--- src/rtl/pipeline_retire_tracker.sv ---
// Shadows the IF/ID..MEM/WB pipeline registers with sequence tags and queues
// each retiring instruction as {tag, pc, instr} in a small FWFT FIFO.
module pipeline_retire_tracker #(
  parameter int unsigned TAG_W      = 7,
  parameter int unsigned FIFO_DEPTH = 4
) (
  input  logic             clk,
  input  logic             rst,
  input  logic             if_valid,
  input  logic [15:0]      if_pc,
  input  logic [15:0]      if_instr,
  input  logic             stall,
  input  logic             flush,
  output logic             wb_valid,
  output logic [TAG_W-1:0] wb_tag,
  output logic             ret_valid,
  output logic [TAG_W-1:0] ret_tag,
  output logic [15:0]      ret_pc,
  output logic [15:0]      ret_instr,
  input  logic             ret_ready,
  output logic             overflow,
  output logic [15:0]      retired_count
);

  localparam int unsigned PTR_W = $clog2(FIFO_DEPTH);

  typedef struct packed {
    logic             valid;
    logic [TAG_W-1:0] tag;
    logic [15:0]      pc;
    logic [15:0]      instr;
  } slot_t;

  slot_t            id_q, id_d, ex_q, ex_d, mem_q, mem_d;
  logic             wb_valid_q;
  logic [TAG_W-1:0] wb_tag_q;
  logic [TAG_W-1:0] next_tag_q, next_tag_d;

  logic [TAG_W+31:0] buf_q [FIFO_DEPTH];
  logic [PTR_W:0]    wr_q, rd_q;
  logic              overflow_q;
  logic [15:0]       retired_q;
  logic              empty, full, push, pop, push_ok;
  logic [TAG_W+31:0] head;

  always_comb begin
    id_d       = id_q;
    ex_d       = '0;
    next_tag_d = next_tag_q;
    if (!stall) begin
      id_d.valid = if_valid & ~flush;
      id_d.tag   = next_tag_q;
      id_d.pc    = if_pc;
      id_d.instr = if_instr;
      ex_d       = id_q;
      if (if_valid && !flush) next_tag_d = next_tag_q + 1'b1;
    end
    mem_d = ex_q;
  end

  always_ff @(posedge clk or posedge rst) begin
    if (rst) begin
      id_q       <= '0;
      ex_q       <= '0;
      mem_q      <= '0;
      wb_valid_q <= 1'b0;
      wb_tag_q   <= '0;
      next_tag_q <= '0;
    end else begin
      id_q       <= id_d;
      ex_q       <= ex_d;
      mem_q      <= mem_d;
      wb_valid_q <= mem_q.valid;
      wb_tag_q   <= mem_q.tag;
      next_tag_q <= next_tag_d;
    end
  end

  // Pointers carry one extra wrap bit so full and empty are distinguishable.
  assign empty   = (wr_q == rd_q);
  assign full    = (wr_q[PTR_W] != rd_q[PTR_W]) && (wr_q[PTR_W-1:0] == rd_q[PTR_W-1:0]);
  assign push    = mem_q.valid;
  assign pop     = ~empty & ret_ready;
  assign push_ok = push & (~full | pop);

  always_ff @(posedge clk) begin
    if (push_ok) buf_q[wr_q[PTR_W-1:0]] <= {mem_q.tag, mem_q.pc, mem_q.instr};
  end

  always_ff @(posedge clk or posedge rst) begin
    if (rst) begin
      wr_q       <= '0;
      rd_q       <= '0;
      overflow_q <= 1'b0;
      retired_q  <= '0;
    end else begin
      if (push_ok) begin
        wr_q      <= wr_q + 1'b1;
        retired_q <= retired_q + 1'b1;
      end
      if (pop) rd_q <= rd_q + 1'b1;
      if (push && full && !pop) overflow_q <= 1'b1;
    end
  end

  assign head          = buf_q[rd_q[PTR_W-1:0]];
  assign ret_valid     = ~empty;
  assign ret_tag       = ret_valid ? head[TAG_W+31:32] : '0;
  assign ret_pc        = ret_valid ? head[31:16] : '0;
  assign ret_instr     = ret_valid ? head[15:0] : '0;
  assign wb_valid      = wb_valid_q;
  assign wb_tag        = wb_tag_q;
  assign overflow      = overflow_q;
  assign retired_count = retired_q;

endmodule

--- config.mk ---
export PLATFORM = sky130hd
export DESIGN_NAME = pipeline_retire_tracker
export DESIGN_NICKNAME = d
export VERILOG_FILES = /design/src/rtl/pipeline_retire_tracker.sv
export SDC_FILE = /design/constraint.sdc
export NUM_CORES = 1
export LEC_CHECK = 0
export ABC_AREA = 1
export CAP_MARGIN = 20
export CORE_MARGIN = 5
export CORE_UTILIZATION = 43
export DETAILED_ROUTE_END_ITERATION = 8
export MAX_ROUTING_LAYER = met4
export PLACE_DENSITY = 0.59
export SLEW_MARGIN = 20
export SYNTH_ARGS = -nofsm -noshare
export SYNTH_HDL_FRONTEND = slang
export SYNTH_SLANG_ARGS = --single-unit
export TNS_END_PERCENT = 20
--- constraint.sdc ---
create_clock -name clk -period 5.84 [get_ports clk]
set_input_delay 1.168 -clock clk [delete_from_list [all_inputs] [get_ports clk]]
set_output_delay 1.168 -clock clk [all_outputs]
set_load 0.005 [all_outputs]
Yosys cells after proc, flatten, opt, wreduce, memory -nomap -nowiden
Memory sizes are Yosys's and may differ from the RTL's. Index checks and enable logic that the tools add are counted.

Memory bits (writable): 156. Register bits after elaboration: 158. Bits of input ports: 38. Memories kept: 1.

Memory list: buf_q (depth 4, bits a word 39, rd ports 1, clocked after memory_dff 0, write ports 1, RTL line 39) `logic [TAG_W+31:0] buf_q [FIFO_DEPTH];`.

Reductions and logical operators: 7. Eq/ne operators: 3. Multiplexer cells: 6. Bitwise operators: 8. Add/sub/neg operators: 4.

Operators by type and width (number): $mux 40 (1); $mux 16 (2); $add 16x1->16 const B (1); $add 7x1->7 const B (1); $mux 7 (1); $add 3x1->3 const B (2); $logic_and 1x1->1 (4); $not 1->1 (4); $and 1x1->1 (3); $eq 3x3->1 (1); $eq 2x2->1 (1); $logic_not 1->1 (2); $mux 1 (2); $reduce_and 2->1 (1); $ne 1x1->1 (1); $or 1x1->1 (1).

Longest topological paths before layout
Gate-level depths: netlist of run 1.

Word-level depth: 7. Mapped depth: 10.

Least setup slack after synthesis of run 1
OpenSTA, ideal clock, no wires.

Path kind: input port to flip-flop. Start: in ret_ready. End: mem buf_q[0][0] (netlist bit), enable pin. Path slack: 2.225 ns. Stages: 5. Library setup time: 0.436 ns. Required time: 5.404 ns. Data arrival time: 3.179 ns. Cell sequence: nor2_2 > nand2_4 > nand2_4 > buf_6 > nor2_1.

Longest elaborated chain between the ends: 5.

RTL lines: start, declared (RTL line 20) `input logic ret_ready,`; $and 1x1->1 (RTL line 83) `assign pop = ~empty & ret_ready;`; $or 1x1->1 (RTL line 84) `assign push_ok = push & (~full | pop);`; $and 1x1->1 (RTL line 84); $mux 1 (RTL line 87) `if (push_ok) buf_q[wr_q[PTR_W-1:0]] <= {mem_q.tag, mem_q.pc, mem_q.instr};`; $mux 1 (implied by the code) (RTL line 87); end, declared (RTL line 39).

No other way between the ends.

Final worst setup path of run 1
Start: reg rd_q[1]. End: out ret_pc[12].

Longest elaborated chain between the ends: 2. Elaborated cells on any way between the ends: 3. Those cells by class: eq/ne: 1; mux: 1; memory: 1.

RTL lines: start, declared (RTL line 40) `logic [PTR_W:0] wr_q, rd_q;`; start signal, assigned (RTL line 101) `if (pop) rd_q <= rd_q + 1'b1;`; $mem_v2 4x39 or $eq 3x3->1 (tied branches); $mux 16 (*) (RTL line 109) `assign ret_pc = ret_valid ? head[31:16] : '0;`; end, declared (RTL line 18) `output logic [15:0] ret_pc,`.

Every way passes the cells marked *; elsewhere a longest branch is shown, timed or not.

==> impl_results.rst, run 1 <==
.. list-table::
   :header-rows: 1

   * - Metric
     - Value
   * - Run status
     - finished clean
   * - Power Internal
     - 4500 uW
   * - Antenna Cells
     - 0
   * - Period utilisation layout
     - 0.729
   * - Area share of the largest cell type after synthesis
     - 0.401
   * - Power density cells
     - 456 nW/um^2
   * - Post-route DRC
     - 0
   * - Endpoint arrival time on the critical path
     - 3.09 ns
   * - Path category of the worst min-delay check
     - flop to flop
   * - Drt first-iter violations
     - 443
   * - H-tree levels
     - 1
   * - Clock transition at path regs
     - 0.06 ns
   * - Antenna violations before repair
     - 0
   * - Syn_nets
     - 1033
   * - Top post-synthesis cells by area
     - sky130_fd_sc_hd__edfxtp_1, sky130_fd_sc_hd__dfrtp_1, sky130_fd_sc_hd__nand2_1
   * - Highest achievable clock rate
     - 235 MHz
   * - Vias per cell
     - 4.76
   * - Post-CTS setup repair buffer count
     - 0
   * - Synthesized netlist cell count
     - 988
   * - Largest net degree at the start of global routing
     - 81
   * - Grt ovf
     - 0
   * - Initial DRT Pass Iterations
     - 5
   * - Post-cts repair resize count
     - 0
   * - Top cells by instance count after synthesis
     - sky130_fd_sc_hd__nand2_1, sky130_fd_sc_hd__dfrtp_1, sky130_fd_sc_hd__edfxtp_1
   * - Yosys synthesis warning count
     - 0
   * - Share of layout cells above drive strength 1
     - 0.0717
   * - Core area
     - 26900 um^2
   * - CP Cell Sequence
     - inv_2 > nand2_1 > nand2_2 > nor2_4 > nand2_2 > buf_16 > nand2_1 > inv_1 > clkdlybuf4s50_1
   * - Most frequent cell after synthesis
     - sky130_fd_sc_hd__nand2_1
   * - Synth Cell Area
     - 11700 um^2
   * - Mean area per synthesized cell
     - 11.8 um^2
   * - Crit path required time
     - 4.67 ns
   * - Worst Max-Slew Pin Slew
     - 0.973 ns
   * - Clock tree from TritonCTS
     - done
   * - Die span in x
     - 175 um
   * - Leakage
     - 0.00599 uW
   * - Startpoint kind of the worst setup timing path
     - flop
   * - Cell area reported after detailed placement
     - 13000 um^2
   * - Number of hold violations in the final report
     - 0
   * - Slowest-stage cell, CP
     - sky130_fd_sc_hd__inv_2
   * - Starting density of the core
     - 0.435
   * - I/O pin cnt
     - 103
   * - First-pass GRT wire length
     - 37600 um
   * - RSZ-0062 raised after global routing
     - false
   * - Final critical-path required period
     - 4.26 ns
   * - Clock skew
     - 0.00958 ns
   * - Async set-or-reset flop fraction in the synthesized netlist
     - 0.503
   * - Total Neg Setup Slack
     - 0 ns
   * - Fin nets
     - 1137
   * - Peak ir drop on the vdd network
     - 0.000291 V
   * - Setup CP Type
     - flop to primary output
   * - Deepest clock path buffer count
     - 3
   * - Number of flops mapped to enable cells by yosys
     - 156
   * - Number of filler instances in the final layout
     - 2333
   * - Cell variety after synth
     - 28
   * - Die ar.
     - 30600 um^2
   * - Max-Slew Margin vs Limit
     - 0.350
   * - Fraction of power consumed by the clock network
     - 0.294
   * - Largest fanout of any net on the critical path
     - 40
   * - Synth Register Bits
     - 314
   * - Number of max-cap violations
     - 0
   * - Final weighted congestion in routability-driven placement
     - 0.779
   * - Setup-violating endpoint count in the final report
     - 0
   * - Number of global-route vias before repair
     - 7063
   * - Wire length after detailed routing
     - 22800 um
   * - Max Transition Viols Final
     - 0
   * - TritonCTS Buffers
     - 31
   * - Residual antenna-violating net count after detailed routing
     - 0
   * - P&R area growth vs syn
     - 20.6%
   * - Global-route usage over all layers
     - 0.156
   * - Kind of end point of the critical path
     - primary output
   * - Routed len/inst
     - 15.6 um
   * - Sw power
     - 1920 uW
   * - Count of hold-fix buffers inserted at cts
     - 0
   * - Port Buffer Count
     - 102
   * - Switching share of power
     - 0.299
   * - Clock Tree Root
     - sky130_fd_sc_hd__clkbuf_16
   * - Power share of the combinational group
     - 0.291
   * - Fin area
     - 14100 um^2
   * - Via count of the routed design
     - 6938
   * - Sequential element share of the synthesized area
     - 0.739
   * - Critical Path Max Stage Delay
     - 0.54 ns
   * - Detailed-placement wirelength estimate
     - 13200 um
   * - Worst-skew pair later-pin latency
     - 0.53 ns
   * - Cell type with the largest total area after synthesis
     - sky130_fd_sc_hd__edfxtp_1
   * - CTS sink count
     - 314
   * - Number of placement rows
     - 60
   * - Die Span Y
     - 175 um
   * - Proportion of power drawn by flip-flops and latches
     - 0.415
   * - Main synth FF type
     - sky130_fd_sc_hd__dfrtp_1
## area by class of cell
cell class / instances / area (um^2) / area share
sequential: 314 / 8640 / 0.613
multi-input combinational: 522 / 2470 / 0.175
timing repair buffer: 115 / 1150 / 0.0819
clock buffer: 40 / 850 / 0.0603
tap: 341 / 427 / 0.0303
inverter: 108 / 413 / 0.0293
clock inverter: 17 / 133 / 0.00942
## worst max-delay path: cells and delay by family (launching register included)
kind,cells,cell delay [ns]
flip-flops,1,0.38
buffers and inverters,4,1.36
AND/OR/NAND/NOR,5,0.81
## cells by family after synthesis
group | count (synthesis) | share of synthesized area
flip-flops | 314 | 0.739
AND/OR/NAND/NOR | 337 | 0.114
multiplexers | 1 | 0.000964
XOR/XNOR | 15 | 0.0112
adder cells (fa/ha/maj) | 7 | 0.00750
AO/OA/AOI/OAI | 162 | 0.0747
buffers and inverters | 152 | 0.0517
## placed cells by master (no fill, tap or decap), types with 3 or more instances in the layout
| cell type | count |
|---|---|
| sky130_fd_sc_hd__xor2_1 | 8 |
| sky130_fd_sc_hd__clkbuf_16 | 31 |
| sky130_fd_sc_hd__clkinv_1 | 5 |
| sky130_fd_sc_hd__nand4_1 | 6 |
| sky130_fd_sc_hd__nand3_1 | 14 |
| sky130_fd_sc_hd__edfxtp_1 | 156 |
| sky130_fd_sc_hd__xnor2_1 | 7 |
| sky130_fd_sc_hd__nand2_1 | 170 |
| sky130_fd_sc_hd__buf_4 | 11 |
| sky130_fd_sc_hd__nor2_4 | 5 |
| sky130_fd_sc_hd__clkdlybuf4s50_1 | 101 |
| sky130_fd_sc_hd__o21ai_0 | 119 |
| sky130_fd_sc_hd__clkinv_2 | 9 |
| sky130_fd_sc_hd__inv_1 | 103 |
| sky130_fd_sc_hd__inv_2 | 3 |
| sky130_fd_sc_hd__nor2_1 | 134 |
| sky130_fd_sc_hd__ha_1 | 7 |
| sky130_fd_sc_hd__dfrtp_1 | 157 |
| sky130_fd_sc_hd__clkbuf_8 | 4 |
| sky130_fd_sc_hd__o22ai_1 | 39 |
| sky130_fd_sc_hd__clkbuf_1 | 5 |
## power by group through the flow
stage / sequential, uW / combinational [uW] / clock [uW]
after floorplan: 2680 / 997 / 0
after global placement: 2710 / 1850 / 0
after detailed placement: 2710 / 1880 / 0
after CTS: 2670 / 1890 / 1940
after global routing: 2690 / 2120 / 2040
final: 2670 / 1870 / 1890
## metal layers
layer,global-route usage,part of all wire,wire (um)
met1,0.211,0.45,10400
met2,0.254,0.48,10900
met3,0.0214,0.044,998
met4,0.0393,0.022,510
met5,-,0,0
## path summary, 6_finish.rpt
kind                                end  slack [ns]  startpoint  cells past startpoint
setup / recovery             ret_pc[12]        1.58     rd_q[1]                      9
hold / removal                mem_q[16]        0.35    ex_q[16]                      0
setup reg to reg           buf_q[3][14]        2.77     rd_q[1]                      8
hold reg to reg               mem_q[16]        0.35    ex_q[16]                      0
max in group asynchronous     mem_q[12]        3.65         rst                      3
min in group asynchronous      id_q[39]        1.11         rst                      2
## flip-flops by register name, indices dropped and copies added, names as in the netlist
signal,flops
buf_q,156
ex_q,40
id_q,40
mem_q,39
retired_count,16
next_tag_q,7
wb_tag,7
rd_q,3
wr_q,3
overflow,1
push,1
wb_valid,1
## through the flow
stage               worst slack [ns]  hold WS [ns]  instances  power [uW]  utilization
finish                          1.58         0.346       1457        6420        0.524
global route                    1.31         0.354       1457        6850        0.524
CTS                             1.29         0.347       1455        6490        0.522
detailed placement              1.85         0.335       1398        4590        0.486
global placement                1.99         0.332       1398        4560        0.486
floorplan                      0.409         0.331        988        3680            -
Note: power is estimated with default switching activity, not from simulation.
==> run 2, diff against run 1 <==
- PLACE_DENSITY: 0.59 -> 0.62
- clock period: 5.84 -> 3.8 ns (I/O delays scaled with it)
==> impl_results.rst, run 2 (synthesis gave the netlist of run 1 again) <==
.. list-table::
   :header-rows: 1

   * - Metric
     - Value
   * - Run status
     - finished clean
   * - Drt first-iter violations
     - 452 (+2.0%)
   * - Flip-flop count of the largest register after layout
     - 156 (unchanged)
   * - Post-cts repair resize count
     - 0 (unchanged)
   * - CTS sink count
     - 314 (unchanged)
   * - CP Cell Sequence
     - buf_4 > nand2_1 > nand2_1 > nor2_4 > nand2_2 > buf_4 > nand2_1 > inv_1 > clkdlybuf4s50_1
   * - Highest achievable clock rate
     - 284 MHz
   * - Most common library cell in the layout ignoring fill and taps
     - sky130_fd_sc_hd__nand2_1
   * - Endpoint arrival time on the critical path
     - 2.76 ns (-0.33 ns)
   * - Most common cell on crit path
     - sky130_fd_sc_hd__nand2_1
   * - Core area
     - 26900 um^2 (unchanged)
   * - Starting density of the core
     - 0.435 (unchanged)
   * - RSZ-0062 raised after global routing
     - false
   * - I/O pin cnt
     - 103 (unchanged)
   * - Worst path buffer plus inverter count
     - 4 (unchanged)
   * - P&R area growth vs syn
     - 22.8%
   * - Origin of the critical flop-to-flop path
     - rd_q[0]
   * - Most frequent cells in the layout
     - sky130_fd_sc_hd__nand2_1, sky130_fd_sc_hd__dfrtp_1, sky130_fd_sc_hd__edfxtp_1, sky130_fd_sc_hd__nor2_1, sky130_fd_sc_hd__o21ai_0
   * - Path category of the worst min-delay check
     - flop to flop
   * - Number of max-cap violations
     - 0 (unchanged)
   * - Number of filler instances in the final layout
     - 2301 (-1.4%)
   * - Largest fanout of any net on the critical path
     - 33 (-18%)
   * - Number of global-route vias before repair
     - 7211 (+2.1%)
   * - Share of layout cells above drive strength 1
     - 0.0826 (+0.0109)
   * - First-pass GRT wire length
     - 37900 um (+0.96%)
   * - Wire length after detailed routing
     - 23100 um (+1.5%)
   * - Routed len/inst
     - 15.8 um (+0.80%)
   * - Setup-violating endpoint count in the final report
     - 0 (unchanged)
   * - Setup CP Type
     - flop to primary output
   * - Peak ir drop on the vdd network
     - 0.000356 V (+23%)
   * - Vias per cell
     - 4.81 (+0.92%)
   * - Die span in x
     - 175 um (unchanged)
   * - Fin nets
     - 1145 (+0.70%)
   * - Max Transition Viols Final
     - 0 (unchanged)
   * - TritonCTS Buffers
     - 34 (+9.7%)
   * - Global-route usage over all layers
     - 0.160 (+0.00350)
   * - Number of hold violations in the final report
     - 0 (unchanged)
   * - Antenna violations before repair
     - 0 (unchanged)
   * - Die ar.
     - 30600 um^2 (unchanged)
   * - Post-CTS setup repair buffer count
     - 0 (unchanged)
   * - Detailed-placement wirelength estimate
     - 13900 um (+5.2%)
   * - Post-route DRC
     - 0 (unchanged)
   * - Total Neg Setup Slack
     - 0 ns (unchanged)
   * - Final critical-path required period
     - 3.52 ns
   * - Crit path required time
     - 3.04 ns (-1.63 ns)
   * - Reg area
     - 8640 um^2 (unchanged)
   * - Port Buffer Count
     - 102 (unchanged)
   * - Grt ovf
     - 0 (unchanged)
   * - Initial DRT Pass Iterations
     - 4 (-1)
   * - Power density cells
     - 727 nW/um^2 (+59%)
   * - Max-Slew Margin vs Limit
     - 0.560 (+0.210)
   * - H-tree levels
     - 2 (+1)
   * - Final weighted congestion in routability-driven placement
     - 0.749 (-3.9%)
   * - Number of placement rows
     - 60 (unchanged)
   * - Utilization after layout
     - 0.534 (+0.00964)
   * - Startpoint kind of the worst setup timing path
     - flop
   * - Clock transition at path regs
     - 0.06 ns (about the same)
   * - Antenna Cells
     - 0 (unchanged)
   * - Period utilisation layout
     - 0.927
   * - Critical path launch point
     - rd_q[0]
   * - Residual antenna-violating net count after detailed routing
     - 0 (unchanged)
   * - Worst-skew pair later-pin latency
     - 0.50 ns (-0.03 ns)
   * - Clock skew
     - 0.0175 ns (+0.00796 ns)
   * - Via count of the routed design
     - 7050 (+1.6%)
   * - Count of hold-fix buffers inserted at cts
     - 0 (unchanged)
   * - Kind of end point of the critical path
     - primary output
   * - Slowest-stage cell, CP
     - sky130_fd_sc_hd__clkdlybuf4s50_1
   * - Hold wc startpoint
     - ex_q[24]
   * - Critical Path Max Stage Delay
     - 0.49 ns (-0.05 ns)
   * - Clock tree from TritonCTS
     - done
   * - Worst Max-Slew Pin Slew
     - 0.660 ns (-0.312 ns)
   * - Die Span Y
     - 175 um (unchanged)
   * - Multi-input gate area
     - 2470 um^2 (unchanged)
   * - Deepest clock path buffer count
     - 3 (unchanged)
   * - Leakage
     - 0.00610 uW (+1.8%)
   * - Gate family responsible for the most delay along the worst path
     - buffers and inverters
   * - Largest net degree at the start of global routing
     - 110 (+36%)
   * - Clock Tree Root
     - sky130_fd_sc_hd__clkbuf_16
==> run 2: cell type report <==
cell class                      instances  area share
Clock buffer                           44      0.0685
Clock inverter                         18      0.0157
Inverter                              108      0.0287
Multi-Input combinational cell        522       0.172
Sequential cell                       314       0.602
Tap cell                              341      0.0297
Timing Repair Buffer                  120      0.0829
==> run 2: worst paths after layout <==
kind	endpoint	slack (ns)	cells after the start
worst max-delay path	ret_instr[15]	0.28	9
worst min-delay path	mem_q[24]	0.34	0
worst max register to register	buf_q[1][17]	1.38	8
worst min register to register	mem_q[24]	0.34	0
max in group asynchronous	rd_q[0]	2.45	3
min in group asynchronous	ex_q[5]	0.75	3
==> run 2: through the flow <==
| step | instances | cell area [um^2] | hold slack, ns | total power, uW | worst slack [ns] |
|---|---|---|---|---|---|
| 6_report | 1467 | 14300 | 0.342 | 10400 | 0.277 |
| 5_1_grt | 1467 | 14300 | 0.350 | 11100 | 0.0507 |
| 4_1_cts | 1467 | 14300 | 0.340 | 10600 | 0.235 |
| 3_5_place_dp | 1405 | 13100 | 0.335 | 7110 | 0.798 |
| 3_3_place_gp | 1405 | 13100 | 0.331 | 7050 | 0.856 |
| 2_1_floorplan | 988 | 11700 | 0.331 | 5650 | 0.593 |
==> run 2: layer usage <==
| metal | track usage | routed length (um) |
|---|---|---|
| met1 | 0.216 | 10500 |
| met2 | 0.251 | 11000 |
| met3 | 0.0264 | 1040 |
| met4 | 0.0520 | 559 |
| met5 | - | 0 |
==> run 2: power breakdown <==
part / switching, uW / internal (uW) / total, uW
Sequential: 180 / 3910 / 4090
Clock: 1270 / 2170 / 3440
Combinational: 1590 / 1310 / 2900
